$ cat config.mk
export PLATFORM = sky130hd
export DESIGN_NAME = median_filter_stream
export DESIGN_NICKNAME = d
export VERILOG_FILES = /design/src/rtl/median_pkg.sv /design/src/rtl/median_sort_window.sv /design/src/rtl/median_filter_stream.sv
export SDC_FILE = /design/constraint.sdc
export NUM_CORES = 1
export LEC_CHECK = 0
export ABC_AREA = 1
export BUFFER_PORTS_ARGS = -buffer_cell sky130_fd_sc_hd__buf_2
export CAP_MARGIN = 0
export CORE_MARGIN = 5
export CORE_UTILIZATION = 40
export DETAILED_ROUTE_END_ITERATION = 8
export PLACE_DENSITY = 0.63
export SLEW_MARGIN = 20
export SYNTH_ARGS = -nofsm -noshare
export SYNTH_HDL_FRONTEND = slang
export SYNTH_SLANG_ARGS = --single-unit
$ cat constraint.sdc
create_clock -name clk -period 3.44 [get_ports clk]
set_input_delay 0.172 -clock clk [delete_from_list [all_inputs] [get_ports clk]]
set_output_delay 0.172 -clock clk [all_outputs]
set_load 0.1 [all_outputs]
$ cat src/rtl/median_pkg.sv
// median_pkg: shared constants, types and compare rule for the streaming median filter
package median_pkg;
  localparam int MAX_WIN = 15;
  typedef logic [3:0] age_t;
  function automatic int idx_w(input int win);
    return $clog2(win);
  endfunction
  function automatic logic cmp_gt(input logic [32:0] a, input logic [32:0] b, input logic signed_mode);
    return signed_mode ? ($signed(a) > $signed(b)) : (a > b);
  endfunction
endpackage

$ cat src/rtl/median_sort_window.sv
// median_sort_window: sorted window of WIN samples with age tags; one insert (and oldest evict) per ld
//   clk, rst_n : clock, async active-low reset
//   ld         : accept d this edge
//   fill       : valid entries before this insert (already forced to 0 on a flush)
//   d          : new sample
//   mid        : sorted slot WIN/2
//   lo, hi     : sorted slots 0 and WIN-1 (only with MEDIAN_MINMAX_EN)
module median_sort_window
  import median_pkg::*;
#(
  parameter int DATA_W = 8,
  parameter int WIN    = 3,
  parameter int SIGNED = 0
) (
  input  logic                      clk,
  input  logic                      rst_n,
  input  logic                      ld,
  input  logic [idx_w(WIN+1)-1:0]   fill,
  input  logic [DATA_W-1:0]         d,
  output logic [DATA_W-1:0]         mid
`ifdef MEDIAN_MINMAX_EN
  ,
  output logic [DATA_W-1:0]         lo,
  output logic [DATA_W-1:0]         hi
`endif
);
  localparam int FW = idx_w(WIN+1);
  logic [DATA_W-1:0] s  [WIN];
  logic [DATA_W-1:0] ns [WIN];
  age_t              a  [WIN];
  age_t              na [WIN];
  logic [WIN-1:0]    evict, le;
  logic [FW-1:0]     e, p;
  logic              full;
  function automatic logic [32:0] ext(input logic [DATA_W-1:0] v);
    return {{(33-DATA_W){SIGNED != 0 && v[DATA_W-1]}}, v};
  endfunction
  // e: slot being evicted (WIN when nothing leaves); p: insert position = kept entries <= d,
  // which lands the new sample above any equal entries
  always_comb begin
    full  = fill == FW'(WIN);
    e     = FW'(WIN);
    p     = '0;
    evict = '0;
    le    = '0;
    for (int j = 0; j < WIN; j++) begin
      evict[j] = full && a[j] == age_t'(WIN - 1);
      le[j]    = FW'(j) < fill && !evict[j] && !cmp_gt(ext(s[j]), ext(d), SIGNED != 0);
      if (evict[j]) e = FW'(j);
      p = p + FW'(le[j]);
    end
  end
  // each slot takes the compacted (evicted-removed) array shifted up by one above p
  for (genvar i = 0; i < WIN; i++) begin : g_slot
    localparam int UP = (i == WIN - 1) ? i : i + 1;
    localparam int DN = (i == 0) ? 0 : i - 1;
    assign ns[i] = FW'(i) < p  ? (FW'(i) < e ? s[i] : s[UP]) :
                   FW'(i) == p ? d : (FW'(DN) < e ? s[DN] : s[i]);
    assign na[i] = FW'(i) < p  ? (FW'(i) < e ? a[i] : a[UP]) + age_t'(1) :
                   FW'(i) == p ? age_t'(0) : (FW'(DN) < e ? a[DN] : a[i]) + age_t'(1);
  end
  always_ff @(posedge clk or negedge rst_n)
    if (!rst_n)
      for (int i = 0; i < WIN; i++) begin
        s[i] <= '0;
        a[i] <= '0;
      end
    else if (ld)
      for (int i = 0; i < WIN; i++) begin
        s[i] <= ns[i];
        a[i] <= na[i];
      end
  assign mid = s[WIN/2];
`ifdef MEDIAN_MINMAX_EN
  assign lo = s[0];
  assign hi = s[WIN-1];
`endif
endmodule

$ cat src/rtl/median_filter_stream.sv
// median_filter_stream: streaming sliding-window median, one sample per cycle, median one cycle later
//   clk, rst_n : clock, async active-low reset
//   en_i, d_i  : sample valid / sample
//   clr_i      : synchronous window flush (a same-cycle sample becomes the first entry)
//   done_o     : one-cycle pulse, median_o valid
//   median_o   : window median
//   fill_o     : valid window entries 0..WIN
//   min_o/max_o: window extremes, only when MEDIAN_MINMAX_EN is defined
module median_filter_stream
  import median_pkg::*;
#(
  parameter int DATA_W = 8,
  parameter int WIN    = 3,
  parameter int SIGNED = 0
) (
  input  logic                    clk,
  input  logic                    rst_n,
  input  logic                    en_i,
  input  logic                    clr_i,
  input  logic [DATA_W-1:0]       d_i,
  output logic                    done_o,
  output logic [DATA_W-1:0]       median_o,
  output logic [idx_w(WIN+1)-1:0] fill_o
`ifdef MEDIAN_MINMAX_EN
  ,
  output logic [DATA_W-1:0]       min_o,
  output logic [DATA_W-1:0]       max_o
`endif
);
  localparam int FW = idx_w(WIN+1);
  if (WIN % 2 == 0 || WIN < 3 || WIN > MAX_WIN) begin : g_bad_win
    $fatal(1, "median_filter_stream: WIN must be odd and within 3..15");
  end
  logic [FW-1:0]     fill_eff, fill_n;
  logic              pend, pend_n;
  logic [DATA_W-1:0] mid;
`ifdef MEDIAN_MINMAX_EN
  logic [DATA_W-1:0] lo, hi;
`endif
  always_comb begin
    fill_eff = clr_i ? '0 : fill_o;
    pend_n   = en_i && fill_eff >= FW'(WIN - 1);
    fill_n   = !en_i ? fill_eff : fill_eff == FW'(WIN) ? fill_eff : fill_eff + FW'(1);
  end
  median_sort_window #(.DATA_W(DATA_W), .WIN(WIN), .SIGNED(SIGNED)) u_win (
    .clk  (clk),
    .rst_n(rst_n),
    .ld   (en_i),
    .fill (fill_eff),
    .d    (d_i),
    .mid  (mid)
`ifdef MEDIAN_MINMAX_EN
    ,
    .lo   (lo),
    .hi   (hi)
`endif
  );
  // pend marks a full-window insert; the next edge publishes from the updated array unless flushed
  always_ff @(posedge clk or negedge rst_n)
    if (!rst_n) begin
      fill_o   <= '0;
      pend     <= 1'b0;
      done_o   <= 1'b0;
      median_o <= '0;
    end else begin
      fill_o <= fill_n;
      pend   <= pend_n;
      done_o <= pend && !clr_i;
      if (pend && !clr_i) median_o <= mid;
    end
`ifdef MEDIAN_MINMAX_EN
  always_ff @(posedge clk or negedge rst_n)
    if (!rst_n) begin
      min_o <= '0;
      max_o <= '0;
    end else if (pend && !clr_i) begin
      min_o <= lo;
      max_o <= hi;
    end
`endif
endmodule
==> flow_summary_export.csv <==
group,metric,value,unit
status,status,"complete, no violations",
synth,synth_edf_count,0,
grt,antenna_found_initial,0,
power_and_ir_drop,ir_worst_vdd,0.211,mV
sta,fin_worst_skew,0.0140,ns
floorplan,row_count,33,
hold_path,worstHoldStart,"clr_i",
hold_path,hold_path_depth,4,
synth,synthAdderAreaFrac,11.2,%
cells_and_area,area_growth,10.3,%
sta,hold_violations,0,
clock_network,clk_latency,0.31,ns
clock_network,cts_sinks,48,
cells_and_area,fin_nets,492,
floorplan,dieArea,10200,µm²
detailed_routing,drtPass1Iterations,4,
synth,synth_nets,471,
grt,gr-usage-met3,3.53,%
synth,synthMuxAreaShare,0,%
hold_path,worstHoldPathType,"in -> reg",
synth,synth.top_cells.by_count,"105 x nand2_1, 49 x inv_1, 48 x dfrtp_1",
synth,ys_seq_area_share,36.3,%
synth,avgSynthCellArea,7.68,µm²
clock_network,clock_path_buffers,2,
synth,yosysMostFrequentCell,"nand2_1",
sta,slew_violations,0,
cells_and_area,final_core_util,44.8,%
sta,post-route-period-util,92.4,%
synth,synth_compound_area_share,18.4,%
grt,grt_max_degree,49,
worst_setup_path,r2r-start,"u_win.s[7]",
detailed_routing,num_vias,2947,
floorplan,start_util,40.6,%
synth,syn-cell-area,3300,µm²
worst_setup_path,worst_path_largest_cell_delay,0.60,ns
cells_and_area,n_antenna_cell,0,
sta,fin_crit,3.18,ns
detailed_routing,routed_wl,8.22,mm
worst_setup_path,path_buf_inv,1,
floorplan,io_pins,23,
detailed_routing,drt_iter0_drc,175,
synth,yosys.cell_types.count,38,
synth,synth-xor-area-share,0.757,%
synth,ys.warnings.count,0,
place,hpwl,6.02,mm
worst_setup_path,cp_top_family,"adder cells",
synth,synth_area_leaders,"dfrtp_1 36%, nand2_1 12%, ha_1 11%",
sta,rsz0062_at_grt,"yes",
worst_setup_path,worstPathMaxFanout,16,
floorplan,coreArea,8130,µm²
hold_path,hold_path_end,"pend",
place,gp_congestion,0.849,
clock_network,clkTransAtPathRegs,0.10,ns
synth,yosysTopAreaCell,"dfrtp_1",
sta,worst_pin_slew,0.640,ns
sta,fin_tns_setup,0,ns
cells_and_area,multi_input_comb_area,1830,µm²
grt,met2_usage,26.3,%
floorplan,dieWidth,101,µm
clock_network,htree_num_levels,2,
synth,synth_simple_gate_area_share,24.8,%
synth,synth_flop_cell,"dfrtp_1",
worst_setup_path,cp-start-kind,"register",
detailed_routing,drt.antenna.violating_nets,0,
floorplan,die_y,101,µm
grt,grt_overflow_total,0,
worst_setup_path,arrival,3.38,ns
grt,grt_busiest_layer,"met2",
worst_setup_path,crit_chain,"ha_1 > nand2_1 > inv_1 > a221oi_1 > o21ai_0 > o21ai_0 > nand2_1 > fa_1 > nor2_1 > nor2_2 > o21ai_0 > o22a_1",
synth,synthCells,430,
cells_and_area,nFillCells,818,
grt,grt_util_met1,23.3,%
detailed_routing,wl_per_cell,14.8,µm
grt,grtUsageTotal,16.9,%
worst_setup_path,critPathSlowestCell,"fa_1",
worst_setup_path,crit_type,"reg -> reg",
detailed_routing,avgViaCountPerCell,5.29,
worst_setup_path,reg2reg_to,"u_win.s[7]",
sta,setup_violations,0,
run,cap_violations,0,
clock_network,cts_setup_buffers,0,
grt,grt_pass1_vias,2782,
worst_setup_path,reg2reg_depth,12,
worst_setup_path,end_kind,"register",
synth,netlist.area_leader.share,36.3,%
worst_setup_path,critPathMostFrequentCell,"o21ai_0",
place,placement.io_buffers,22,
synth,synthArstFlopShare,100,%
grt,grt_pass1_wl,13.6,mm
clock_network,cts-root-buf,"clkbuf_8",
power_and_ir_drop,powerDensity,687,nW/µm²
sta,slew_headroom,57.3,%
power_and_ir_drop,cellLeakagePower,1.85,nW
detailed_routing,drc_errors,0,
cells_and_area,seqCellArea,1200,µm²
cells_and_area,drive_above_1_share,14.4,%
clock_network,tritoncts.num_buffers,5,
worst_setup_path,rrSetupSlack,0.26,ns
clock_network,cts_tree,"done",
synth,ys_seq_elements,48,
synth,synth_top_family_by_area,"simple AND/OR/NAND/NOR gates",
sta,fmax,315,MHz
worst_setup_path,crit_cells,12,
worst_setup_path,required,3.64,ns
## worst reg2reg max path, stage by stage, from the launching register on
cell and delay [ns]:
dfrtp_1 0.41, ha_1 0.30, nand2_1 0.07, inv_1 0.04
a221oi_1 0.26, o21ai_0 0.12, o21ai_0 0.10, nand2_1 0.10
fa_1 0.60, nor2_1 0.14, nor2_2 0.51, o21ai_0 0.21
o22a_1 0.21
## final cells by class
type                            count  area share (%)
Sequential cell                    48            33.0
Clock buffer                        5            1.89
Clock inverter                      3            1.27
Inverter                           54            5.67
Tap cell                          105            3.61
Timing Repair Buffer               28            4.40
Multi-Input combinational cell    314            50.2
## placed cells by master (no fill, tap or decap), drive strengths merged
cell and count:
nand3 19, or2 7, o22a 7, dfrtp 48, o22ai 9, a31oi 2
nor3 1, xor2 1, fa 1, ha 28, a221oi 1, a22oi 2
clkinvlp 2, inv 54, nand2 115, buf 27, a21oi 21, dlygate4sd3 1
nor2 26, nand4 9, bufinv 1, o21ai 58, o21a 2, o32ai 1
xnor2 1, clkbuf 5, o211ai 1, o221ai 2
## where the power goes
| group | switching (W) | internal [W] |
|---|---|---|
| logic | 0.000863 | 0.000360 |
| registers | 0.000127 | 0.000721 |
| clock network | 0.000214 | 0.000219 |
## layer usage
layer | part of all wire (%) | vias to the layer above | wire [µm]
li1 | - | 1485 | -
met1 | 49 | 1374 | 3990
met2 | 44 | 75 | 3640
met3 | 5.5 | 13 | 456
met4 | 1.6 | 0 | 133
met5 | 0 | - | 0
## worst max-delay path by stage
stage	slack, ns	from	end
after floorplan	0.45	fill_o[0]	u_win.s[7]
after global placement	0.08	d_i[7]	u_win.s[1]
after detailed placement	-0.04	d_i[3]	u_win.s[7]
after CTS	0.24	u_win.s[7]	u_win.s[21]
after global routing	-0.01	u_win.s[7]	u_win.s[2]
final	0.26	u_win.s[7]	u_win.s[7]
## state kept, by name, summed over array words and instances (netlist names)
signal and cells:
fill_o 2, u_win.s 16, done_o 1, u_win.mid 8, median_o 8, u_win.a 12
pend 1
## what timing repair did
| action | in CTS | in global routing |
|---|---|---|
| endpoints found under the hold margin | 48 | 0 |
| hold buffers | 1 | 0 |
| resized for setup | 1 | 2 |
| endpoints found under the setup margin | 2 | 14 |
## logic make-up after synthesis
family                   after synthesis
adder cells (fa/ha/maj)               29
buffers and inverters                 68
XOR/XNOR                               2
AO/OA/AOI/OAI                        106
AND/OR/NAND/NOR                      177
flip-flops                            48
## per-stage QoR
step / area (µm²) / total power, W / worst slack (ns) / std cells / hold WS (ns)
2_1_floorplan: 3300 / 0.00179 / 0.448 / 430 / -0.124
3_3_place_gp: 3510 / 0.00205 / 0.0831 / 548 / 0.456
3_5_place_dp: 3510 / 0.00207 / -0.0427 / 548 / 0.247
4_1_cts: 3640 / 0.00251 / 0.239 / 557 / 0.182
5_1_grt: 3640 / 0.00269 / -0.0137 / 557 / 0.211
6_report: 3640 / 0.00250 / 0.263 / 557 / 0.187
Note: power is estimated with default switching activity, not from simulation.
